$ cat config.mk
export PLATFORM = sky130hd
export DESIGN_NAME = shift_reg_param_flat
export DESIGN_NICKNAME = d
export VERILOG_FILES = /design/src/rtl/shift_reg_pkg.sv /design/src/rtl/shift_reg_if.sv /design/src/rtl/shift_reg_step.sv /design/src/rtl/shift_reg_param.sv /design/src/flat_wrapper.sv
export SDC_FILE = /design/constraint.sdc
export NUM_CORES = 1
export LEC_CHECK = 0
export CAP_MARGIN = 30
export CORE_MARGIN = 4
export CORE_UTILIZATION = 49
export DETAILED_ROUTE_END_ITERATION = 10
export HOLD_SLACK_MARGIN = 0.08
export PLACE_DENSITY_LB_ADDON = 0.12
export REMOVE_ABC_BUFFERS = 1
export SYNTH_ARGS = -nofsm -noshare
export SYNTH_HDL_FRONTEND = slang
export SYNTH_SLANG_ARGS = --single-unit
export TNS_END_PERCENT = 30
$ cat constraint.sdc
create_clock -name clk -period 3.8 [get_ports clk]
set_input_delay 0.38 -clock clk [delete_from_list [all_inputs] [get_ports clk]]
set_output_delay 0.38 -clock clk [all_outputs]
set_load 0.005 [all_outputs]
$ cat src/rtl/shift_reg_pkg.sv
// Shared encodings for the parametrised shift register.
// Op codes, FSM states and an op classifier.
package shift_reg_pkg;

  localparam int OP_W = 3;

  localparam logic [OP_W-1:0] OP_HOLD = 3'd0;
  localparam logic [OP_W-1:0] OP_LOAD = 3'd1;
  localparam logic [OP_W-1:0] OP_SHL  = 3'd2;
  localparam logic [OP_W-1:0] OP_SHR  = 3'd3;
  localparam logic [OP_W-1:0] OP_ROL  = 3'd4;
  localparam logic [OP_W-1:0] OP_ROR  = 3'd5;
  localparam logic [OP_W-1:0] OP_ASR  = 3'd6;
  localparam logic [OP_W-1:0] OP_CLR  = 3'd7;

  typedef enum logic {
    ST_IDLE  = 1'b0,
    ST_SHIFT = 1'b1
  } state_t;

  function automatic logic is_shift_op(
    input logic [OP_W-1:0] op
  );
    return (op >= OP_SHL) && (op <= OP_ASR);
  endfunction

endpackage

$ cat src/rtl/shift_reg_if.sv
// Control/data bundle for shift_reg_param.
// master drives requests, slave is the register.
interface shift_reg_if
  import shift_reg_pkg::*;
#(
  parameter int WIDTH = 8,
  parameter int CNT_W = 4
);

  logic [OP_W-1:0]  op;
  logic             start;
  logic [CNT_W-1:0] amount;
  logic [WIDTH-1:0] D;
  logic             ser_in_l;
  logic             ser_in_r;
  logic [WIDTH-1:0] Q;
  logic [WIDTH-1:0] Q_bar;
  logic             ser_out_l;
  logic             ser_out_r;
  logic             busy;
  logic             done;

  modport master (
    output op, start, amount, D,
    output ser_in_l, ser_in_r,
    input  Q, Q_bar,
    input  ser_out_l, ser_out_r,
    input  busy, done
  );

  modport slave (
    input  op, start, amount, D,
    input  ser_in_l, ser_in_r,
    output Q, Q_bar,
    output ser_out_l, ser_out_r,
    output busy, done
  );

endinterface

$ cat src/rtl/shift_reg_step.sv
// Single-step next-value function of the register.
// Shared by the per-cycle and multi-step paths.
module shift_reg_step
  import shift_reg_pkg::*;
#(
  parameter int              WIDTH     = 8,
  parameter logic [WIDTH-1:0] RESET_VAL = '0
) (
  input  logic [OP_W-1:0]  op,
  input  logic [WIDTH-1:0] q,
  input  logic [WIDTH-1:0] d,
  input  logic             ser_in_l,
  input  logic             ser_in_r,
  output logic [WIDTH-1:0] q_next
);

  always_comb begin
    q_next = q;
    case (op)
      OP_HOLD: q_next = q;
      OP_LOAD: q_next = d;
      OP_SHL:  q_next = {q[WIDTH-2:0], ser_in_r};
      OP_SHR:  q_next = {ser_in_l, q[WIDTH-1:1]};
      OP_ROL:  q_next = {q[WIDTH-2:0], q[WIDTH-1]};
      OP_ROR:  q_next = {q[0], q[WIDTH-1:1]};
      OP_ASR:  q_next = {q[WIDTH-1], q[WIDTH-1:1]};
      OP_CLR:  q_next = RESET_VAL;
      default: q_next = q;
    endcase
  end

endmodule

$ cat src/rtl/shift_reg_param.sv
// WIDTH-bit register with per-cycle ops and an
// autonomous multi-step shift/rotate sequencer.
module shift_reg_param
  import shift_reg_pkg::*;
#(
  parameter int               WIDTH     = 8,
  parameter int               CNT_W     = 4,
  parameter logic [WIDTH-1:0] RESET_VAL = '0
) (
  input  logic     clk,
  input  logic     rst,
  shift_reg_if.slave bus
);

  state_t           state_q, state_d;
  logic [OP_W-1:0]  op_lat_q, op_lat_d;
  logic [OP_W-1:0]  step_op;
  logic [CNT_W-1:0] cnt_q, cnt_d;
  logic [WIDTH-1:0] q_q, q_d;
  logic             busy_q, busy_d;
  logic             done_q, done_d;
  logic             multi;
  logic             last;

  assign multi = bus.start
              && is_shift_op(bus.op)
              && (bus.amount > CNT_W'(1));
  assign last  = (cnt_q == CNT_W'(1));

  shift_reg_step #(
    .WIDTH     (WIDTH),
    .RESET_VAL (RESET_VAL)
  ) u_step (
    .op       (step_op),
    .q        (q_q),
    .d        (bus.D),
    .ser_in_l (bus.ser_in_l),
    .ser_in_r (bus.ser_in_r),
    .q_next   (q_d)
  );

  always_ff @(posedge clk or posedge rst) begin
    if (rst) state_q <= ST_IDLE;
    else     state_q <= state_d;
  end

  always_comb begin
    state_d = state_q;
    unique case (state_q)
      ST_IDLE:  if (multi) state_d = ST_SHIFT;
      ST_SHIFT: if (last)  state_d = ST_IDLE;
      default:  state_d = ST_IDLE;
    endcase
  end

  // First step happens on the accepting edge, so SHIFT owns N-1 steps.
  always_comb begin
    step_op  = bus.op;
    op_lat_d = op_lat_q;
    cnt_d    = cnt_q;
    done_d   = 1'b0;
    unique case (state_q)
      ST_IDLE: begin
        if (multi) begin
          op_lat_d = bus.op;
          cnt_d    = bus.amount - CNT_W'(1);
        end else if (bus.start) begin
          done_d   = 1'b1;
        end
      end
      ST_SHIFT: begin
        step_op = op_lat_q;
        cnt_d   = cnt_q - CNT_W'(1);
        done_d  = last;
      end
      default: ;
    endcase
    busy_d = (state_d == ST_SHIFT);
  end

  always_ff @(posedge clk or posedge rst) begin
    if (rst) begin
      q_q      <= RESET_VAL;
      op_lat_q <= OP_HOLD;
      cnt_q    <= '0;
      busy_q   <= 1'b0;
      done_q   <= 1'b0;
    end else begin
      q_q      <= q_d;
      op_lat_q <= op_lat_d;
      cnt_q    <= cnt_d;
      busy_q   <= busy_d;
      done_q   <= done_d;
    end
  end

  assign bus.Q         = q_q;
  assign bus.Q_bar     = ~q_q;
  assign bus.ser_out_l = q_q[WIDTH-1];
  assign bus.ser_out_r = q_q[0];
  assign bus.busy      = busy_q;
  assign bus.done      = done_q;

endmodule

$ cat src/flat_wrapper.sv
// flat-port wrapper written by rule: the top's interface ports become plain ports
module shift_reg_param_flat import shift_reg_pkg::*;
#(
  parameter int               WIDTH     = 8,
  parameter int               CNT_W     = 4,
  parameter logic [WIDTH-1:0] RESET_VAL = '0
)
  (clk, rst, bus_op, bus_start, bus_amount, bus_D, bus_ser_in_l, bus_ser_in_r, bus_Q, bus_Q_bar, bus_ser_out_l, bus_ser_out_r, bus_busy, bus_done);
  shift_reg_if #(.WIDTH(WIDTH), .CNT_W(CNT_W)) bus_i ();
  input  logic clk;
  input  logic rst;
  input wire logic [$bits(bus_i.op)-1:0] bus_op;
  input wire logic [$bits(bus_i.start)-1:0] bus_start;
  input wire logic [$bits(bus_i.amount)-1:0] bus_amount;
  input wire logic [$bits(bus_i.D)-1:0] bus_D;
  input wire logic [$bits(bus_i.ser_in_l)-1:0] bus_ser_in_l;
  input wire logic [$bits(bus_i.ser_in_r)-1:0] bus_ser_in_r;
  output wire logic [$bits(bus_i.Q)-1:0] bus_Q;
  output wire logic [$bits(bus_i.Q_bar)-1:0] bus_Q_bar;
  output wire logic [$bits(bus_i.ser_out_l)-1:0] bus_ser_out_l;
  output wire logic [$bits(bus_i.ser_out_r)-1:0] bus_ser_out_r;
  output wire logic [$bits(bus_i.busy)-1:0] bus_busy;
  output wire logic [$bits(bus_i.done)-1:0] bus_done;
  assign bus_i.op = bus_op;
  assign bus_i.start = bus_start;
  assign bus_i.amount = bus_amount;
  assign bus_i.D = bus_D;
  assign bus_i.ser_in_l = bus_ser_in_l;
  assign bus_i.ser_in_r = bus_ser_in_r;
  assign bus_Q = bus_i.Q;
  assign bus_Q_bar = bus_i.Q_bar;
  assign bus_ser_out_l = bus_i.ser_out_l;
  assign bus_ser_out_r = bus_i.ser_out_r;
  assign bus_busy = bus_i.busy;
  assign bus_done = bus_i.done;
  shift_reg_param #(.WIDTH(WIDTH), .CNT_W(CNT_W), .RESET_VAL(RESET_VAL)) u_core (.clk(clk), .rst(rst), .bus(bus_i));
endmodule
Word-level counts from Yosys, hierarchy flattened
Index checks and enable logic that the tools add are counted.
Operators by class
  $add $sub $neg: 2
  magnitude comparators: 3
  equal/unequal tests: 9
  mux-type cells: 10
  bitwise operators: 4
  reductions and logical operators: 6
Operators by type and width (number)
  one-hot mux 8 bit (7 select lines): 1
  == test 3 bit, second input constant: 4
  NOT 8 bit: 1
  one-hot mux 4 bit (2 select lines): 1
  subtractor 4 x 1 -> 4 bit, second input constant: 2
  == test 3 x 2 -> 1 bit, second input constant: 2
  == test 4 x 1 -> 1 bit, second input constant: 1
  greater-than comparator 4 x 1 -> 1 bit, second input constant: 1
  2-to-1 mux 1 bit: 4
  2-to-1 mux 4 bit: 1
  one-hot mux 1 bit (2 select lines): 2
  AND reduction 2 bit: 2
  == test 3 x 1 -> 1 bit, second input constant: 1
  >= comparator 3 x 2 -> 1 bit, second input constant: 1
  <= comparator 3 bit, second input constant: 1
  logical AND 1 bit: 3
  logical NOT 3 bit: 1
  2-to-1 mux 3 bit: 1
  NOT 1 bit: 3
  != test 2 x 1 -> 1 bit, second input constant: 1
Storage, ports and cells
  register bits: 17
  input bits: 20
  output and inout port bits: 20
  logic and storage cells: 40

Logic depth before layout (Yosys ltp)
  depth after elaboration: 6
  depth in mapped cells: 6
  mapped depth without buffers: 6

Modules after synthesis
From an unflattened synthesis, not the netlist that was laid out.
Unflattened totals
  cell total of the unflattened synthesis: 130
  area, all modules: 1238.7 um^2
Modules (own cells, without submodules)
  shift_reg_param: times used 1, cells an instance 70, area each 828.3 um^2, sequential area each 425.4 um^2
  shift_reg_step: times used 1, cells an instance 60, area each 410.4 um^2, sequential area each 0.0 um^2

Worst setup path after synthesis
Ideal clock, no wire load.
  path type: input to register
  start: input bus_amount[0]
  end: register u_core.op_lat_q[0]
  setup time: 0.125 ns
  data arrival time: 1.632 ns
  required time: 3.675 ns
  path slack: 2.043 ns
  cell stages on the path: 6
  buffers on the path: 0
  cells stage by stage: inv_1 -> ha_1 -> o21ai_0 -> o2111ai_2 -> nor2_1 -> mux2_2
Between the ends
  cells in the longest elaborated chain, start to end: 3
Ends and longest elaborated chain
  from (decl): line flat_wrapper.sv:14  | input wire logic [$bits(bus_i.amount)-1:0] bus_amount;
  greater-than comparator 4 x 1 -> 1 bit: line shift_reg_param.sv:27  | && (bus.amount > CNT_W'(1));
  logical AND 1 bit: line shift_reg_param.sv:27
  AND reduction 2 bit (no line)
  to (signal assigned): line shift_reg_param.sv:90  | op_lat_q <= op_lat_d;
  to (decl): line shift_reg_param.sv:16  | logic [OP_W-1:0] op_lat_q, op_lat_d;
Every way passes these cells.
A chain may end at the register's enable or synchronous reset.

Worst setup path in the final report
  start: input bus_amount[0]
  end: register u_core.op_lat_q[1]
The elaborated chain is that of the path after synthesis.

==> key figures <==
Outcome
  – Status: completed

CTS
  – Bufs on Longest Clock Path: 2
  – CTS tree: done
  – Hold-fix buffers, CTS: 0
  – Max H-tree Level: 1
  – Cts bufs inserted: 3
  – Clock transition at the registers of the reported paths: 0.10 ns
  – Clock Latency Late Sink: 0.29 ns
  – Post-CTS Resized: 0
  – Clock Sinks: 17
  – Setup Fix Bufs, Post-CTS: 0
  – CTS Root Cell: clkbuf_4

Setup path
  – Worst r2r src: u_core.state_q
  – Worst EP required: 3.98 ns
  – Worst path arrival time: 2.34 ns
  – CP startpoint kind: primary input
  – Critical path capture point type: flip-flop
  – Reg-to-reg endpoint: u_core.bus.Q[0]
  – Slowest stage cell, crit path: clkdlybuf4s50_1
  – FF-to-FF path depth: 5
  – R2R Setup Slk: 1.64 ns
  – Max incr delay on CP: 0.51 ns
  – Critical path cell sequence: clkdlybuf4s50_1 -> inv_1 -> ha_1 -> o21ai_0 -> o2111ai_2 -> nor2_1 -> mux2_2
  – Crit path max fanout: 6
  – Critical path class: in -> reg

Floorplanning
  – Die Wd: 58.0 um
  – Io pins: 40
  – Die footprint: 3360 um2
  – Starting density of the core: 0.533
  – Std cell rows: 17
  – Height of the die: 58.0 um
  – CORE AREA: 2300 um2

Yosys
  – Xor/xnor share of the synthesized area: 0.0286
  – FF+latch count, synth: 17
  – Gate Count Post-Synth: 134
  – Mapped Avg Cell Area: 9.13 um2
  – Post-synth top area cell: dfrtp_1
  – Adder-cell share of the synthesized area: 0.0409
  – Synth cell types: 34
  – Post-synthesis compound-gate area fraction: 0.201
  – Mapped Area: 1220 um2
  – Post-synthesis simple-gate area fraction: 0.142
  – Synth top area share: 0.348
  – Yosys Warn Count: 0
  – Sequential share of the synthesized area: 0.348
  – Largest family of logic cells by synthesized area: compound AO/OA/AOI/OAI gates
  – Top post-synthesis cells by area: dfrtp_1 (35%), mux2i_1 (5.7%), mux2_2 (5.5%)
  – Mux cell area share after synthesis: 0.149

Pwr
  – Worst vdd ir: 0.472 mV
  – Pwr dens: 755 nW/um2
  – Design Power: 0.00122 W
  – Lkg Pwr: 0.704 nW

Detailed routing
  – TritonRoute pass-1 iters: 5
  – DR iter-0 viols: 48
  – WL final: 3030 um
  – Vias per inst: 5.87
  – ANT nets after route: 0
  – Total number of vias: 1156
  – Drt wl/cell: 15.4 um
  – # DRC: 0

Timing
  – FMAX: 0.462 GHz
  – TNS Setup: 0 ns
  – Slew headroom: 0.495
  – Max-slew violations: 0
  – Crit path time final: 2.17 ns
  – # setup viols final: 0
  – RSZ-0062 raised after global routing: no
  – Final Hold Viols: 0
  – Worst slew pin tran: 0.758 ns
  – Worst-case clock skew: 0.00897 ns
  – Period utilization: 0.570

Global routing
  – Initial antenna violation count: 0
  – First-pass GRT wire length: 4880 um
  – Overall routing resource usage: 0.185
  – Pin count of the biggest net entering global routing: 24
  – Vias in the first global route: 1086
  – Total gr overflow: 0

Job
  – Max Cap Viol: 0

Placed design
  – Port Buffer Count: 39
  – Post-DP HPWL: 2300 um
  – Placed inst area: 1600 um2
  – Final Wtd Congestion: 0.782

Worst hold path
  – Hold Path Class: in -> async

Final layout
  – ANT cells: 0
  – NumNets Final: 194
  – # fillers: 189
  – Final Core Density: 0.706
  – Area Overhead vs Synth: 32.5%
  – Fin area: 1620 um2
  – Layout cells sized above 1: 0.0828
[metrics by stage]
stage               hold WS, ns  instances  setup slack, ns
CTS                       0.477        197             1.63
global route              0.528        197             1.48
detailed placement        0.541        193             1.33
global placement          0.532        193             1.43
finish                    0.453        197             1.63
floorplan                 0.306        126             1.98
[kinds of logic after synthesis]
group                      after synthesis
buffers and inverters                   23
and+or+nand+nor                         37
DFF                                     17
xor gates and xnor gates                 4
AOI/OAI and AO/OA                       34
muxes                                   15
adders and majority gates                4
[sequential cells by signal, indices dropped and copies added, names as in the netlist]
signal           flops
u_core.bus.Q         8
u_core.bus.done      1
u_core.cnt_q         4
u_core.op_lat_q      3
u_core.state_q       1
[cell usage in the layout (no fill, tap or decap), types with 3 or more instances in the layout]
cell type         n
dfrtp_1          17
ha_1              4
a22oi_1           5
a21oi_1          10
nand2_1          12
mux2_2            6
nor3_1            3
inv_1            15
clkdlybuf4s50_1  39
o21ai_0           3
nor2_1           13
clkbuf_4          3
o221ai_1          7
mux2i_1           7
[critical path: cells and delay by family]
family / cells / cell delay, ns
AOI/OAI and AO/OA: 2 / 0.45
muxes: 1 / 0.38
buffers and inverters: 2 / 0.59
and+or+nand+nor: 1 / 0.32
adders and majority gates: 1 / 0.22
[Yosys cell counts]
cell type,number
buf_4,2
xor2_1,2
nand3_1,2
a21o_1,1
clkbuf_2,1
buf_6,2
a22oi_1,5
clkbuf_1,3
a221oi_1,2
a31oi_1,1
o2111ai_2,1
o22ai_1,1
inv_1,15
nor3b_1,1
a21oi_1,10
mux2i_4,2
and4b_1,1
and3_1,1
a221oi_2,1
nor2_1,13
mux2i_1,7
or3_1,1
xnor2_1,2
dfrtp_1,17
nor3_1,3
o21ai_0,3
ha_1,4
and2_4,1
o221ai_1,7
a211oi_1,2
nor2b_1,1
mux2_2,6
nor4bb_1,1
nand2_1,12
[worst max path at each step]
| stage | startpoint | endpoint | slack, ns | cells past startpoint |
|---|---|---|---|---|
| floorplan | u_core.state_q | u_core.bus.Q[7] | 1.98 | 4 |
| global placement | bus_amount[0] | u_core.op_lat_q[2] | 1.43 | 7 |
| detailed placement | bus_amount[0] | u_core.op_lat_q[1] | 1.33 | 7 |
| CTS | u_core.state_q | bus_busy | 1.63 | 1 |
| global route | u_core.state_q | u_core.bus.Q[0] | 1.48 | 5 |
| finish | bus_amount[0] | u_core.op_lat_q[1] | 1.63 | 7 |
[layer usage]
metal / global-route usage / vias up / share of wire
met5: 0 / - / 0
met4: 0.0861 / 0 / 0.021
met3: 0.0245 / 8 / 0.056
met2: 0.292 / 44 / 0.49
met1: 0.250 / 551 / 0.43
li1: - / 553 / -
[power by group]
group	internal [W]	leakage, nW	switching, W
Sequential	0.000266	0.208	0.000122
Combinational	0.000397	0.481	0.000341
Clock	0.0000408	0.0150	0.0000570
Total	0.000704	0.704	0.000520
[area by class of cell]
class                   count  area, um2  area share
multi-input cells          94        688       0.424
repair buffers             39        390       0.241
well taps                  28       35.0      0.0216
clock buffers               4       26.3      0.0162
inverters                  15       56.3      0.0347
flip-flops and latches     17        425       0.262
No activity file was read; power rests on OpenSTA's default activity.
